`config.mk`:
```
export PLATFORM = sky130hd
export DESIGN_NAME = pipe_mips_param
export DESIGN_NICKNAME = d
export VERILOG_FILES = /design/src/rtl/pipe_mips_param.sv
export SDC_FILE = /design/constraint.sdc
export NUM_CORES = 2
export LEC_CHECK = 0
export ABC_AREA = 0
export CAP_MARGIN = 20
export CORE_ASPECT_RATIO = 0.9
export CORE_MARGIN = 2
export CORE_UTILIZATION = 35
export CTS_CLUSTER_SIZE = 14
export DETAILED_ROUTE_END_ITERATION = 7
export GPL_TIMING_DRIVEN = 0
export PLACE_DENSITY_LB_ADDON = 0.2
export SLEW_MARGIN = 0
export SYNTH_ARGS = -nofsm -noshare
export SYNTH_HDL_FRONTEND = slang
export SYNTH_SLANG_ARGS = --single-unit
```
`constraint.sdc`:
```
create_clock -name clk -period 14.2 [get_ports clk]
set_input_delay 2.84 -clock clk [delete_from_list [all_inputs] [get_ports clk]]
set_output_delay 2.84 -clock clk [all_outputs]
set_load 0.005 [all_outputs]
```
`src/rtl/pipe_mips_param.sv`:
```
// Five-stage in-order MIPS-style pipeline with full EX forwarding, load-use
// interlock, EX-resolved branches and a draining HLT that freezes the core.
module pipe_mips_param #(
  parameter int XLEN = 32,
  parameter int IAW  = 10,
  parameter int DAW  = 10
) (
  input  logic            clk,
  input  logic            rst_n,
  output logic [IAW-1:0]  imem_addr,
  input  logic [31:0]     imem_rdata,
  output logic [DAW-1:0]  dmem_addr,
  output logic [XLEN-1:0] dmem_wdata,
  output logic            dmem_we,
  input  logic [XLEN-1:0] dmem_rdata,
  input  logic [4:0]      dbg_raddr,
  output logic [XLEN-1:0] dbg_rdata,
  output logic            halted
);
  localparam logic [5:0] OP_ADD = 6'b000000, OP_SUB = 6'b000001, OP_AND = 6'b000010,
                         OP_OR = 6'b000011, OP_SLT = 6'b000100, OP_MUL = 6'b000101,
                         OP_LW = 6'b001000, OP_SW = 6'b001001, OP_ADDI = 6'b001010,
                         OP_SUBI = 6'b001011, OP_SLTI = 6'b001100, OP_BNEQZ = 6'b001101,
                         OP_BEQZ = 6'b001110, OP_HLT = 6'b111111;

  logic [IAW-1:0]  pc;
  logic [XLEN-1:0] regs [32];

  logic            ifid_valid;
  logic [31:0]     ifid_ir;
  logic [IAW-1:0]  ifid_pc;

  logic            idex_valid, idex_wr;
  logic [5:0]      idex_op;
  logic [4:0]      idex_rs, idex_rt, idex_dest;
  logic [XLEN-1:0] idex_a, idex_b, idex_imm;
  logic [IAW-1:0]  idex_pc;

  logic            exmem_valid, exmem_wr;
  logic [5:0]      exmem_op;
  logic [4:0]      exmem_dest;
  logic [XLEN-1:0] exmem_alu, exmem_b;

  logic            memwb_valid, memwb_wr, memwb_hlt;
  logic [4:0]      memwb_dest;
  logic [XLEN-1:0] memwb_res;

  logic [5:0]      id_op;
  logic [4:0]      id_rs, id_rt, id_dest;
  logic            id_wr;
  logic [XLEN-1:0] id_a, id_b, id_imm;
  logic            wb_we, exmem_fwd;
  logic [XLEN-1:0] exmem_val, fa, fb, alu;
  logic            br_taken, stall, hlt_freeze;
  logic [IAW-1:0]  br_target;

  assign id_rs     = ifid_ir[25:21];
  assign id_rt     = ifid_ir[20:16];
  assign id_imm    = {{(XLEN-16){ifid_ir[15]}}, ifid_ir[15:0]};
  assign wb_we     = memwb_valid && memwb_wr && (memwb_dest != 5'd0);
  assign exmem_fwd = exmem_valid && exmem_wr && (exmem_dest != 5'd0);
  assign exmem_val = (exmem_op == OP_LW) ? dmem_rdata : exmem_alu;
  assign br_target = idex_pc + IAW'(1) + idex_imm[IAW-1:0];

  assign imem_addr  = pc;
  assign dmem_addr  = exmem_alu[DAW-1:0];
  assign dmem_wdata = exmem_b;
  assign dmem_we    = exmem_valid && (exmem_op == OP_SW) && !halted;
  assign dbg_rdata  = (dbg_raddr == 5'd0) ? '0 : regs[dbg_raddr];

  // Decode: unknown opcodes collapse to HLT; pick destination field.
  always_comb begin
    id_op   = OP_HLT;
    id_dest = 5'd0;
    id_wr   = 1'b0;
    case (ifid_ir[31:26])
      OP_ADD, OP_SUB, OP_AND, OP_OR, OP_SLT, OP_MUL, OP_LW, OP_SW, OP_ADDI,
      OP_SUBI, OP_SLTI, OP_BNEQZ, OP_BEQZ: id_op = ifid_ir[31:26];
      default: id_op = OP_HLT;
    endcase
    case (id_op)
      OP_ADD, OP_SUB, OP_AND, OP_OR, OP_SLT, OP_MUL: begin
        id_dest = ifid_ir[15:11];
        id_wr   = 1'b1;
      end
      OP_LW, OP_ADDI, OP_SUBI, OP_SLTI: begin
        id_dest = id_rt;
        id_wr   = 1'b1;
      end
      default: begin
        id_dest = 5'd0;
        id_wr   = 1'b0;
      end
    endcase
  end

  // Write-first register read: the retiring WB value bypasses the array.
  always_comb begin
    if (id_rs == 5'd0) id_a = '0;
    else if (wb_we && memwb_dest == id_rs) id_a = memwb_res;
    else id_a = regs[id_rs];
    if (id_rt == 5'd0) id_b = '0;
    else if (wb_we && memwb_dest == id_rt) id_b = memwb_res;
    else id_b = regs[id_rt];
  end

  // Execute: forwarded operands, ALU and branch resolution.
  always_comb begin
    if (exmem_fwd && exmem_dest == idex_rs) fa = exmem_val;
    else if (wb_we && memwb_dest == idex_rs) fa = memwb_res;
    else fa = idex_a;
    if (exmem_fwd && exmem_dest == idex_rt) fb = exmem_val;
    else if (wb_we && memwb_dest == idex_rt) fb = memwb_res;
    else fb = idex_b;
    case (idex_op)
      OP_ADD:                alu = fa + fb;
      OP_SUB:                alu = fa - fb;
      OP_AND:                alu = fa & fb;
      OP_OR:                 alu = fa | fb;
      OP_SLT:                alu = {{(XLEN-1){1'b0}}, ($signed(fa) < $signed(fb))};
      OP_MUL:                alu = fa * fb;
      OP_LW, OP_SW, OP_ADDI: alu = fa + idex_imm;
      OP_SUBI:               alu = fa - idex_imm;
      OP_SLTI:               alu = {{(XLEN-1){1'b0}}, ($signed(fa) < $signed(idex_imm))};
      default:               alu = '0;
    endcase
    br_taken = idex_valid && (((idex_op == OP_BEQZ) && (fa == '0)) ||
                              ((idex_op == OP_BNEQZ) && (fa != '0)));
  end

  // Hazard control: flush beats load-use stall; any HLT in flight stops fetch.
  always_comb begin
    stall = !br_taken && idex_valid && (idex_op == OP_LW) && (idex_rt != 5'd0) &&
            ifid_valid && ((id_rs == idex_rt) || (id_rt == idex_rt));
    hlt_freeze = (ifid_valid && id_op == OP_HLT) || (idex_valid && idex_op == OP_HLT) ||
                 (exmem_valid && exmem_op == OP_HLT) || (memwb_valid && memwb_hlt);
  end

  // Pipeline registers, PC and halt flag.
  always_ff @(posedge clk or negedge rst_n) begin
    if (!rst_n) begin
      pc <= '0;        halted <= 1'b0;
      ifid_valid <= 1'b0; ifid_ir <= 32'd0; ifid_pc <= '0;
      idex_valid <= 1'b0; idex_wr <= 1'b0; idex_op <= 6'd0; idex_rs <= 5'd0;
      idex_rt <= 5'd0; idex_dest <= 5'd0; idex_a <= '0; idex_b <= '0;
      idex_imm <= '0; idex_pc <= '0;
      exmem_valid <= 1'b0; exmem_wr <= 1'b0; exmem_op <= 6'd0; exmem_dest <= 5'd0;
      exmem_alu <= '0; exmem_b <= '0;
      memwb_valid <= 1'b0; memwb_wr <= 1'b0; memwb_hlt <= 1'b0;
      memwb_dest <= 5'd0; memwb_res <= '0;
    end else if (!halted) begin
      if (br_taken) pc <= br_target;
      else if (!(stall || hlt_freeze)) pc <= pc + IAW'(1);

      if (br_taken || (!stall && hlt_freeze)) begin
        ifid_valid <= 1'b0;
      end else if (!stall) begin
        ifid_valid <= 1'b1;
        ifid_ir    <= imem_rdata;
        ifid_pc    <= pc;
      end

      idex_valid <= ifid_valid && !br_taken && !stall;
      idex_op    <= id_op;   idex_rs  <= id_rs;  idex_rt <= id_rt;
      idex_dest  <= id_dest; idex_wr  <= id_wr;
      idex_a     <= id_a;    idex_b   <= id_b;   idex_imm <= id_imm;
      idex_pc    <= ifid_pc;

      exmem_valid <= idex_valid;
      exmem_op    <= idex_op;   exmem_dest <= idex_dest; exmem_wr <= idex_wr;
      exmem_alu   <= alu;       exmem_b    <= fb;

      memwb_valid <= exmem_valid;
      memwb_wr    <= exmem_wr;
      memwb_hlt   <= exmem_op == OP_HLT;
      memwb_dest  <= exmem_dest;
      memwb_res   <= exmem_val;

      if (memwb_valid && memwb_hlt) halted <= 1'b1;
    end
  end

  // Register file write port (WB stage).
  always_ff @(posedge clk or negedge rst_n) begin
    if (!rst_n) begin
      for (int i = 0; i < 32; i++) regs[i] <= '0;
    end else if (!halted && wb_we) begin
      regs[memwb_dest] <= memwb_res;
    end
  end
endmodule

```
[Word level (Yosys, flattened, before mapping)]
Cells that the tools add are included.
Cells by class
  reduce and logical (&&, ||, !) cells: 58
  $add $sub $neg: 7
  multiply operators: 1
  bitwise operators: 9
  magnitude comparators: 7
  equality and inequality tests: 48
  multiplexer cells: 32
Operators with widths (number)
  $bwmux 1024: 1
  $mux 32: 17
  $bmux 32 s5: 3
  $pmux 32 s9: 1
  $demux 32 s5: 1
  $eq 6x4->1 const B: 20
  $add 32x32->32: 2
  $sub 32x32->32: 2
  $eq 5x5->1: 8
  $eq 6x2->1 const B: 6
  $eq 6x3->1 const B: 6
  $and 32x32->32: 1
  $logic_not 32->1: 1
  $lt 32x16->1: 1
  $lt 32x32->1: 1
  $mul 32x32->32: 1
  $or 32x32->32: 1
  $reduce_bool 32->1: 1
  $logic_and 1x1->1: 29
  $ge 6x6->1 const B: 4
  $not 5->6: 4
  $add 10x1->10 const B: 2
  $mux 10: 2
  $eq 6x1->1 const B: 3
  21 further kinds: 44
Storage, ports and cells
  logic and storage cells: 220
  flip-flop bits (word level): 1308
  input bits: 71
  output and inout port bits: 86

[Logic depth before layout (Yosys ltp)]
  depth in word-level cells: 20
  depth in mapped cells: 39
  mapped depth without buffers: 34

[Worst setup path after synthesis]
Ideal clock, no wire load.
  path kind: input to register
  from: input dmem_rdata[10]
  to: register exmem_alu[29]
  library setup time: 0.121 ns
  path buffers: 2
  cell stages on the path: 31
  required time: 14.079 ns
  path slack: 3.706 ns
  data arrival time: 10.373 ns
  cells stage by stage: mux2_2 > nor2_1 > a31o_2 > clkbuf_1 > clkinv_1 > clkbuf_1 > ha_1 > inv_1 > fa_1 > fa_1 > inv_1 > fa_1 > inv_1 > fa_1 > inv_1 > fa_1 > fa_1 > fa_1 > fa_1 > ha_1 > a21o_1 > a21o_1 > a21oi_1 > o21ai_0 > a21o_1 > a2111o_1 > o221ai_1 > xnor2_1 > a221oi_1 > o221ai_1 > a22o_1
Between the ends
  cells in the longest elaborated chain, start to end: 4
  elaborated cells between the ends (all ways): 9
  classes of those cells: add/sub (4); mul (1); mux (4)
RTL lines
  start, declared: RTL line 15  | input logic [XLEN-1:0] dmem_rdata,
  $mux 32 *: RTL line 62  | assign exmem_val = (exmem_op == OP_LW) ? dmem_rdata : exmem_alu;
  $mux 32 *: RTL line 112  | if (exmem_fwd && exmem_dest == idex_rt) fb = exmem_val;
  named net fb[10]: RTL line 53  | logic [XLEN-1:0] exmem_val, fa, fb, alu;
  $mul 32x32->32, or another cell as far along: RTL line 121  | OP_MUL: alu = fa * fb;
  $pmux 32 s9 *: RTL line 115  | case (idex_op)
  end signal, assigned: RTL line 148  | exmem_alu <= '0; exmem_b <= '0;
  end signal, assigned: RTL line 171  | exmem_alu <= alu; exmem_b <= fb;
  end, declared: RTL line 42  | logic [XLEN-1:0] exmem_alu, exmem_b;
Mark *: on every way through the listed nets, which the timed path passes. The rest lies on a longest branch.
A chain may end at the register's enable or synchronous reset.

[Final worst setup path]
  from: input dmem_rdata[6]
  to: register exmem_alu[27]
The elaborated chain is that of the path after synthesis.

==> impl_metrics.yaml <==
status:
  status: "finished, final reports clean"
synth:
  ys_types: 97
  yosysSeqAreaShare: 0.336
  synthArstFlopShare: 1.00
  ys.flop_type: "dfrtp_1"
  ys_seq_elements: 1308
  yosysWarningCount: 0
  synthCells: 8202
  syn_avg_cell_area_sq_um: 11.9
  syn-num-nets: 8978
  syn-cell-area_sq_mm: 0.0974
  synth_edf_count: 0
setup_path:
  cp.required_ns: 14.84
  cp_common_cell: "fa_1"
  critical_path_class: "in2reg"
  timing.rr.end: "exmem_alu[27]$_DFFE_PN0N_"
  ff2ff_path_depth: 30
  arrival_ns: 13.73
  crit_fanout: 7
  r2r_slack_ns: 1.35
  cp-startpoint: "dmem_rdata[6]"
  critPathSlowestCell: "a221oi_1"
  end_kind: "register"
  start_kind: "primary input"
  cpPeakStageDelay_ns: 0.82
  timing.rr.start: "exmem_dest[1]$_DFFE_PN0N_"
drt:
  wirelength_mm: 505
  dr.pass1.iters: 6
  antenna_left: 0
  drtIter0Drc: 12226
  drc: 0
  post_drt_wl_per_cell_um: 40.4
  viasPerCell: 6.41
  vias: 80285
timing:
  finalCritPeriodShare: 0.922
  slew_headroom: 0.149
  fmax_ghz: 0.0764
  hold_ws_ns: 0.484
  finalClockSkew_ns: 0.119
  finalCriticalPeriod_ns: 13.09
  report.final.setup_viol: 0
  finalSetupTns_ns: 0
  rsz0062_at_grt: "no"
  tightest_slew_ns: 1.28
  slew_violations: 0
  finalHoldViolCount: 0
cts:
  htreeDepth: 4
  numCtsBuffers: 164
  path_clk_slew_ns: 0.06
  clock_latency_ns: 0.91
  cts_setup_buffers: 0
  clock-sinks: 1308
  cts_tree: "built"
  cts_resized: 0
  clockRootBuffer: "clkbuf_16"
  holdBufCountCts: 0
  cts.path.max_buffers: 4
final_layout:
  fin_cells: 12519
  area_growth_pct: 14.8
  final_layout_size_suffix_gt1_frac: 0.282
  multi_input_area_sq_mm: 0.0599
  nFillCells: 26520
  final_nets: 9464
  seq_area_sq_mm: 0.0327
grt:
  grt_max_degree: 170
  grt_pass1_wl_mm: 680
  grt_pass1_vias: 77891
  grt_usage: 0.351
  grt_remaining_overflow: 0
  antenna_found_initial: 52
place:
  io_buffers: 153
  post-place-cells: 12212
  place.gp.congestion: 1.04
  dp_hpwl_mm: 394
power_and_ir_drop:
  peakVddDrop_uv: 118
  power_uw: 18100
  power_density_mw_per_mm2: 162
  p_leak_uw: 0.0493
flow_run:
  drv_cap: 0
floorplanning:
  die_area_sq_mm: 0.283
  rows: 183
  io_pins: 157
  die_y_um: 505
  core_sq_mm: 0.277
  initial_core_util: 0.352
  die_w_um: 560
hold_path:
  holdPathStages: 2
  min_to: "idex_wr$_DFFE_PN0N_"
  hp-class: "reg2reg"
  hp-start: "idex_wr$_DFFE_PN0N_"
[logic make-up after synthesis]
kind of cell	Yosys count	synth area share
AND/OR/NAND/NOR	1544	0.0671
flip-flops	1308	0.336
buffers and inverters	1277	0.0506
adder cells (fa/ha/maj)	705	0.122
multiplexers	2041	0.335
AO/OA/AOI/OAI	1108	0.0685
XOR/XNOR	219	0.0206
[where the power goes]
group	internal (uW)	switching, uW
combinational	2820	6710
sequential	4010	326
clock	2430	1800
total	9260	8830
[flip-flops by register name, indices dropped and copies added (netlist names), 5 cells and up]
register and cells:
ifid_ir 32, memwb_dest 5, memwb_res 32, idex_b 32
idex_imm 16, idex_pc 10, dmem_wdata 32, regs 1024
idex_op 6, idex_rs 5, idex_rt 5, exmem_op 6
exmem_alu 32, idex_dest 5, exmem_dest 5, imem_addr 10
idex_a 32, ifid_pc 10
[cell type report]
| cell class | instances | share of cell area |
|---|---|---|
| Multi-Input combinational cell | 5617 | 0.536 |
| Inverter | 545 | 0.0183 |
| Tap cell | 3700 | 0.0414 |
| Clock inverter | 32 | 0.00320 |
| Clock buffer | 242 | 0.0428 |
| Buffer | 732 | 0.0271 |
| Sequential cell | 1308 | 0.293 |
| Timing Repair Buffer | 320 | 0.0385 |
| Antenna cell | 23 | 0.000515 |
[synthesized netlist by cell type, drive strengths merged (17+ instances only)]
library cell     n  area share
a211o           21      0.0019
a21o            53      0.0041
a21oi          300       0.015
a221oi          36      0.0032
a31oi           25      0.0017
buf            156      0.0074
clkbuf         576       0.022
dfrtp         1308        0.34
fa             411       0.084
ha             294       0.038
inv            531       0.020
mux2           958        0.11
mux2i          203       0.021
mux4           880        0.20
nand2          702       0.027
nand2b          21      0.0013
nand3           63      0.0032
nand4           23      0.0015
nor2           527       0.021
nor2b           28      0.0018
nor3            85      0.0044
nor4            29      0.0022
o21a            18      0.0014
o21ai          447       0.023
o21bai          17      0.0013
o221ai          39      0.0035
o22ai           29      0.0019
xnor2          156       0.014
xor2            57      0.0052
[critical path, delay by kind of cell]
| kind | cells | cell delay (ns) |
|---|---|---|
| multiplexers | 1 | 0.49 |
| AO/OA/AOI/OAI | 8 | 3.27 |
| XOR/XNOR | 1 | 0.37 |
| adder cells (fa/ha/maj) | 10 | 4.59 |
| buffers and inverters | 4 | 1.52 |
| AND/OR/NAND/NOR | 3 | 0.63 |
[layer usage]
| metal | track usage | wire, um | vias to the layer above |
|---|---|---|---|
| li1 | - | - | 30649 |
| met1 | 0.453 | 192000 | 42374 |
| met2 | 0.502 | 211000 | 5869 |
| met3 | 0.128 | 65600 | 1377 |
| met4 | 0.211 | 36900 | 16 |
| met5 | 0 | 135 | - |
[through the flow]
stage / utilization / instance area (sq um) / worst slack (ns)
4_1_cts: 0.404 / 112000 / 1.24
3_3_place_gp: 0.375 / 104000 / -52.58
6_report: 0.404 / 112000 / 1.11
3_5_place_dp: 0.385 / 107000 / 0.469
5_1_grt: 0.404 / 112000 / 1.14
2_1_floorplan: - / 97400 / 3.71
[layout by cell type (no fill, tap or decap), types with 25 or more instances in the layout]
cell type and n:
buf_8 96, mux2_2 958, nor3_1 82, xor2_1 56, nand2_1 700, o21ai_0 435
xnor2_1 156, ha_1 294, nand3_1 63, inv_1 519, clkbuf_8 37, buf_16 34
o221ai_1 39, buf_1 59, mux2i_1 199, nor4_1 25, clkbuf_1 551, mux4_2 880
clkdlybuf4s50_1 152, o22ai_1 29, buf_4 27, nor2_1 520, clkbuf_2 65, a221oi_1 36
dfrtp_1 1308, a21oi_1 296, fa_1 411, nor2b_1 28, a21o_1 53, buf_2 81
clkbuf_16 165
[worst max-delay path by stage]
stage,end,cells past startpoint
6_report,exmem_alu[27]$_DFFE_PN0N_,27
3_5_place_dp,exmem_alu[27]$_DFFE_PN0N_,30
2_1_floorplan,exmem_alu[29]$_DFFE_PN0N_,31
5_1_grt,exmem_alu[27]$_DFFE_PN0N_,27
3_3_place_gp,dmem_wdata[22]$_DFFE_PN0N_,1
4_1_cts,exmem_alu[27]$_DFFE_PN0N_,30
(Power assumes the default switching activity.)
